File: config.mk
export PLATFORM = sky130hd
export DESIGN_NAME = bus_xfer_sequencer
export DESIGN_NICKNAME = d
export VERILOG_FILES = /design/src/rtl/bus_xfer_sequencer.sv
export SDC_FILE = /design/constraint.sdc
export NUM_CORES = 1
export LEC_CHECK = 0
export BUFFER_PORTS_ARGS = -buffer_cell sky130_fd_sc_hd__buf_2
export CAP_MARGIN = 20
export CORE_MARGIN = 10
export CORE_UTILIZATION = 36
export CTS_CLUSTER_SIZE = 16
export DETAILED_ROUTE_END_ITERATION = 10
export HOLD_SLACK_MARGIN = 0.05
export PLACE_DENSITY_LB_ADDON = 0.25
export RECOVER_POWER = 25
export SKIP_CTS_REPAIR_TIMING = 1
export SLEW_MARGIN = 20
export SYNTH_ARGS = -nofsm -noshare
export SYNTH_HDL_FRONTEND = slang
export SYNTH_SLANG_ARGS = --single-unit
File: constraint.sdc
create_clock -name clock -period 4.5 [get_ports clock]
set_input_delay 0.9 -clock clock [delete_from_list [all_inputs] [get_ports clock]]
set_output_delay 0.9 -clock clock [all_outputs]
set_load 0.01 [all_outputs]
File: src/rtl/bus_xfer_sequencer.sv
// rtl/bus_xfer_sequencer.sv - T0..T2 control-step sequencer for the shared-bus datapath
// Optional SEQ_CMD_COUNT_EN: completed-command counter on cmd_count (tied to 0 otherwise).
module bus_xfer_sequencer #(
  parameter int NUM_REGS = 16,
  parameter int SEL_W    = 4
) (
  input  logic                clock,
  input  logic                clear,
  input  logic                cmd_valid,
  output logic                cmd_ready,
  input  logic [2:0]          cmd_op,
  input  logic [SEL_W-1:0]    cmd_src_a,
  input  logic [SEL_W-1:0]    cmd_src_b,
  input  logic [SEL_W-1:0]    cmd_dst,
  output logic [NUM_REGS-1:0] reg_out,
  output logic [NUM_REGS-1:0] reg_in,
  output logic                y_in,
  output logic                z_in,
  output logic                z_out,
  output logic [2:0]          alu_op,
  output logic                busy,
  output logic                done,
  output logic                err,
  output logic [15:0]         cmd_count
);

  typedef enum logic [2:0] {S_IDLE, S_T0, S_T1, S_T2, S_FIN} state_e;

  localparam logic [2:0]          OP_MOV    = 3'b000;
  localparam logic [2:0]          OP_NOT    = 3'b101;
  localparam logic [NUM_REGS-1:0] ONE_HOT0  = NUM_REGS'(1);
  localparam logic [SEL_W:0]      SEL_LIMIT = (SEL_W+1)'(NUM_REGS);

  state_e              state_q;
  logic [2:0]          op_q;
  logic [SEL_W-1:0]    src_b_q;
  logic [SEL_W-1:0]    dst_q;
  logic                ill_q;
  logic [NUM_REGS-1:0] reg_out_q;
  logic [NUM_REGS-1:0] reg_in_q;
  logic                y_in_q;
  logic                z_in_q;
  logic                z_out_q;
  logic [2:0]          alu_op_q;
  logic                busy_q;
  logic                done_q;
  logic                err_q;
  logic                cmd_bad;

  function automatic logic sel_bad(input logic [SEL_W-1:0] s);
    return {1'b0, s} >= SEL_LIMIT;
  endfunction

  // src_b only matters for the two-operand ALU ops
  function automatic logic cmd_illegal(input logic [2:0] op, input logic [SEL_W-1:0] a,
                                       input logic [SEL_W-1:0] b, input logic [SEL_W-1:0] d);
    logic bad;
    bad = (op[2:1] == 2'b11) | sel_bad(a) | sel_bad(d);
    if (op != OP_MOV && op != OP_NOT) bad = bad | sel_bad(b);
    return bad;
  endfunction

  function automatic logic [NUM_REGS-1:0] onehot(input logic [SEL_W-1:0] s);
    return ONE_HOT0 << s;
  endfunction

  assign cmd_bad = cmd_illegal(cmd_op, cmd_src_a, cmd_src_b, cmd_dst);

  // Outputs are registered for the state being entered, so each step's enables
  // appear exactly in that step's cycle.
  always_ff @(posedge clock or posedge clear) begin
    if (clear) begin
      state_q   <= S_IDLE;
      op_q      <= '0;
      src_b_q   <= '0;
      dst_q     <= '0;
      ill_q     <= 1'b0;
      reg_out_q <= '0;
      reg_in_q  <= '0;
      y_in_q    <= 1'b0;
      z_in_q    <= 1'b0;
      z_out_q   <= 1'b0;
      alu_op_q  <= '0;
      busy_q    <= 1'b0;
      done_q    <= 1'b0;
      err_q     <= 1'b0;
    end else begin
      reg_out_q <= '0;
      reg_in_q  <= '0;
      y_in_q    <= 1'b0;
      z_in_q    <= 1'b0;
      z_out_q   <= 1'b0;
      alu_op_q  <= '0;
      busy_q    <= 1'b0;
      done_q    <= 1'b0;
      err_q     <= 1'b0;
      case (state_q)
        S_IDLE: begin
          if (cmd_valid) begin
            state_q <= S_T0;
            op_q    <= cmd_op;
            src_b_q <= cmd_src_b;
            dst_q   <= cmd_dst;
            ill_q   <= cmd_bad;
            busy_q  <= 1'b1;
            if (!cmd_bad) begin
              reg_out_q <= onehot(cmd_src_a);
              if (cmd_op == OP_MOV) begin
                reg_in_q <= onehot(cmd_dst);
              end else if (cmd_op == OP_NOT) begin
                alu_op_q <= OP_NOT;
                z_in_q   <= 1'b1;
              end else begin
                y_in_q <= 1'b1;
              end
            end
          end
        end
        S_T0: begin
          if (ill_q || op_q == OP_MOV) begin
            state_q <= S_FIN;
            done_q  <= 1'b1;
            err_q   <= ill_q;
          end else if (op_q == OP_NOT) begin
            state_q  <= S_T1;
            busy_q   <= 1'b1;
            z_out_q  <= 1'b1;
            reg_in_q <= onehot(dst_q);
          end else begin
            state_q   <= S_T1;
            busy_q    <= 1'b1;
            reg_out_q <= onehot(src_b_q);
            alu_op_q  <= op_q;
            z_in_q    <= 1'b1;
          end
        end
        S_T1: begin
          if (op_q == OP_NOT) begin
            state_q <= S_FIN;
            done_q  <= 1'b1;
          end else begin
            state_q  <= S_T2;
            busy_q   <= 1'b1;
            z_out_q  <= 1'b1;
            reg_in_q <= onehot(dst_q);
          end
        end
        S_T2: begin
          state_q <= S_FIN;
          done_q  <= 1'b1;
        end
        default: state_q <= S_IDLE;
      endcase
    end
  end

  assign cmd_ready = (state_q == S_IDLE) & ~clear;
  assign reg_out   = reg_out_q;
  assign reg_in    = reg_in_q;
  assign y_in      = y_in_q;
  assign z_in      = z_in_q;
  assign z_out     = z_out_q;
  assign alu_op    = alu_op_q;
  assign busy      = busy_q;
  assign done      = done_q;
  assign err       = err_q;

`ifdef SEQ_CMD_COUNT_EN
  logic [15:0] count_q;
  logic [15:0] count_d;

  assign count_d = (state_q == S_FIN) ? count_q + 16'd1 : count_q;

  always_ff @(posedge clock or posedge clear) begin
    if (clear) count_q <= '0;
    else       count_q <= count_d;
  end

  assign cmd_count = count_q;
`else
  assign cmd_count = '0;
`endif

endmodule

==> results.yml <==
synth:
  synth_simple_gate_area_share_pct: 24.7
  synthMuxAreaShare_pct: 0.774
  asyncSetResetFlopFracSynth_pct: 100
  synth_top_family_by_area: "simple AND/OR/NAND/NOR gates"
  yosys.cell_types.count: 37
  syn_avg_cell_area_sq_um: 10.1
  number_of_enable_type_register_cells_in_the_synthesized_netlist: 0
  yosys.area_share.xor_xnor_pct: 0.678
  synth_warnings: 0
  synth.yosys.seq_area_share_pct: 54.2
  fraction_of_the_mapped_netlist_area_in_compound_gates_pct: 11.7
  syn-instance-count: 257
  yosys.area_share.adder_pct: 0
  ys_dominant_reg_cell: "sky130_fd_sc_hd__dfrtp_1"
  netlist_area_sq_um: 2580
  postSynthRegisterBits: 56
timing:
  finalClockSkew_ns: 0.0129
  period_minus_slack_ns: 2.21
  finalHoldViolations: 0
  max_freq_mhz: 453
  timing.max_slew.rel_slack_pct: 44.0
  setup_total_negative_slack_ns: 0
  final_min_period_over_clock_period_pct: 49.1
  timing.final.setup_violations: 0
  timing_worst_slew_pin_value_ns: 0.828
  timing.final.max_slew_violations: 0
  unrepaired_setup_endpoints_after_global_routing: "false"
setup_path:
  timing.critical_path.arrival_ns: 1.31
  criticalPathCategory: "register to output port"
  crit_path_end_kind: "output port"
  critical_path_required_ns: 3.60
  critical_path.startpoint_type: "register"
  worst-path-max-fanout: 12
routing:
  vias: 1994
  routed_wirelength_mm: 6.08
  post-route-drc-count: 0
  detail_route.wl_per_cell_microns: 14.8
  detailedRoute.firstIterationViolations: 102
  wl_met3_microns: 315
  antenna_violating_nets_post_route: 0
  drt-met1-wl_mm: 2.94
  routed_via_density: 4.85
  top_layer_used: "met4"
  met2RoutedLength_mm: 2.75
  first_pass_iters: 4
cts:
  clock_sink_count: 56
  ctsHtreeMaxLevel: 2
  clk_latency_ns: 0.31
  clkTransAtPathRegs_ns: 0.10
  cts_made_buffers: 5
  clock_tree.root_cell: "sky130_fd_sc_hd__clkbuf_8"
  clock_tree.buffer_depth: 2
  cts_tree: "yes"
die:
  fp.dieArea_sq_um: 11000
  placementRows: 30
  floorplan.core_area_sq_um: 6870
  dieWidth_microns: 105
  pin_count: 76
  die_y_microns: 105
  initial_utilization_pct: 37.6
power_and_ir_drop:
  max-vdd-ir-drop_mv: 0.181
  p_leak_nw: 1.50
  power_density_nw_per_um2: 523
global_routing:
  total_routing_usage_reported_by_global_routing_pct: 10.9
  grt_start_max_net_pins: 57
  grt_pass1_vias: 2007
  globalRoute.totalOverflow: 0
  grt_first_pass_wirelength_mm: 10.1
  grt_antenna_before_repair: 0
place:
  hpwlAfterDp_mm: 4.48
  finalWeightedCongestion: 0.859
  port_buffers: 59
  placed_cells_incl_taps: 403
cells_and_area:
  stdcell_count: 411
  drive_above_1_share_pct: 24.8
  antenna_cells_inserted: 0
  flow.area_growth_from_synthesis_pct: 16.4
  final_core_util_pct: 43.8
  design.final.nets: 332
status:
  outcome: "complete, no violations"
run:
  max_cap_violations: 0
worst_hold_path:
  worst_hold_path_type: "register to register"
path summary, 6_finish.rpt:
check                      cells past startpoint          to  startpoint  slack, ns
max                                            2   cmd_ready  state_q[1]       2.29
min                                            2  src_b_q[0]  src_b_q[0]       0.57
max reg2reg                                    3  reg_out[3]  state_q[2]       2.34
min reg2reg                                    2  src_b_q[0]  src_b_q[0]       0.57
max in group asynchronous                      3   reg_in[1]       clear       3.26
min in group asynchronous                      3  state_q[1]       clear       0.76
synth_stat cells (all sizes together), types with 3 or more instances:
cell	instances	area [sq um]
nand4	9	56.3
clkbuf	3	12.5
or2	5	31.3
nand4b	4	35.0
o32ai	12	105
nor2	7	26.3
nor2b	8	50.1
a21oi	4	20.0
nand2	50	188
inv	7	26.3
buf	24	163
o22ai	12	75.1
nor4b	4	62.6
nand2b	8	50.1
o21ai	12	63.8
nand3	9	45.0
dfrtp	56	1400
logic make-up (layout without fill, tap and decap cells):
| group | after synthesis | in the layout |
|---|---|---|
| simple gates | 117 | 117 |
| buf+inv | 34 | 77 |
| flops | 56 | 56 |
| xor+xnor | 2 | 2 |
| mux | 2 | 2 |
| other cells | 1 | 16 |
| compound gates | 45 | 45 |
area by class of cell:
| cell class | count | area [sq um] |
|---|---|---|
| clock inverter | 2 | 38.8 |
| multi-input combinational | 182 | 1030 |
| inverter | 7 | 26.3 |
| clock buffer | 6 | 72.6 |
| timing repair buffer | 62 | 317 |
| fill | 682 | 3860 |
| sequential | 56 | 1400 |
| tap | 96 | 120 |
registers in the layout, summed over array words and instances, names as in the netlist:
| name | count |
|---|---|
| err | 1 |
| alu_op | 3 |
| src_b_q | 4 |
| dst_q | 4 |
| reg_out | 16 |
| reg_in | 16 |
| y_in | 1 |
| ill_q | 1 |
| state_q | 3 |
| op_q | 3 |
| done | 1 |
| busy | 1 |
| z_in | 1 |
| z_out | 1 |
critical path, cell delays in order, from the launching register on:
cell and delay [ns]:
sky130_fd_sc_hd__dfrtp_1 0.54, sky130_fd_sc_hd__nor4_1 0.29, sky130_fd_sc_hd__buf_2 0.17
per-layer routing:
metal / up-vias / GRT usage [%]
li1: 990 / -
met1: 938 / 14.3
met2: 62 / 16.9
met3: 4 / 3.07
met4: 0 / 3.82
met5: - / 0
through the flow:
stage	setup slack, ns	power, mW	hold slack (ns)	instance area (sq um)
6_report	2.29	1.57	0.573	3010
2_1_floorplan	2.23	1.11	0.510	2640
4_1_cts	2.24	1.61	0.576	3020
5_1_grt	2.07	1.69	0.622	3010
3_3_place_gp	2.26	1.26	0.538	2910
3_5_place_dp	2.27	1.27	0.550	2910
cell usage in the layout (no fill, tap or decap), types with 2 or more instances in the layout:
master / n
sky130_fd_sc_hd__xor2_1: 2
sky130_fd_sc_hd__o31ai_1: 2
sky130_fd_sc_hd__o22ai_1: 12
sky130_fd_sc_hd__nand4b_1: 4
sky130_fd_sc_hd__nor4b_1: 2
sky130_fd_sc_hd__nor2_1: 7
sky130_fd_sc_hd__mux2i_1: 2
sky130_fd_sc_hd__nand2_1: 50
sky130_fd_sc_hd__buf_2: 58
sky130_fd_sc_hd__o21ai_0: 11
sky130_fd_sc_hd__and2_1: 2
sky130_fd_sc_hd__conb_1: 16
sky130_fd_sc_hd__clkbuf_8: 5
sky130_fd_sc_hd__nand3b_1: 2
sky130_fd_sc_hd__a21oi_1: 4
sky130_fd_sc_hd__or2_2: 5
sky130_fd_sc_hd__dfrtp_1: 56
sky130_fd_sc_hd__nor3_1: 2
sky130_fd_sc_hd__clkbuf_1: 2
sky130_fd_sc_hd__nor4_1: 2
sky130_fd_sc_hd__o32ai_1: 12
sky130_fd_sc_hd__nand2b_1: 8
sky130_fd_sc_hd__nor2b_1: 8
sky130_fd_sc_hd__inv_1: 7
sky130_fd_sc_hd__nand4_1: 9
sky130_fd_sc_hd__buf_4: 3
sky130_fd_sc_hd__nor3b_1: 2
sky130_fd_sc_hd__nand3_1: 9
where the power goes:
part / leakage, nW / switching [mW] / internal, mW
clock: 0.0558 / 0.162 / 0.168
combinational: 0.693 / 0.310 / 0.191
sequential: 0.755 / 0.134 / 0.607
total: 1.50 / 0.607 / 0.967
Note: power is estimated with default switching activity, not from simulation.
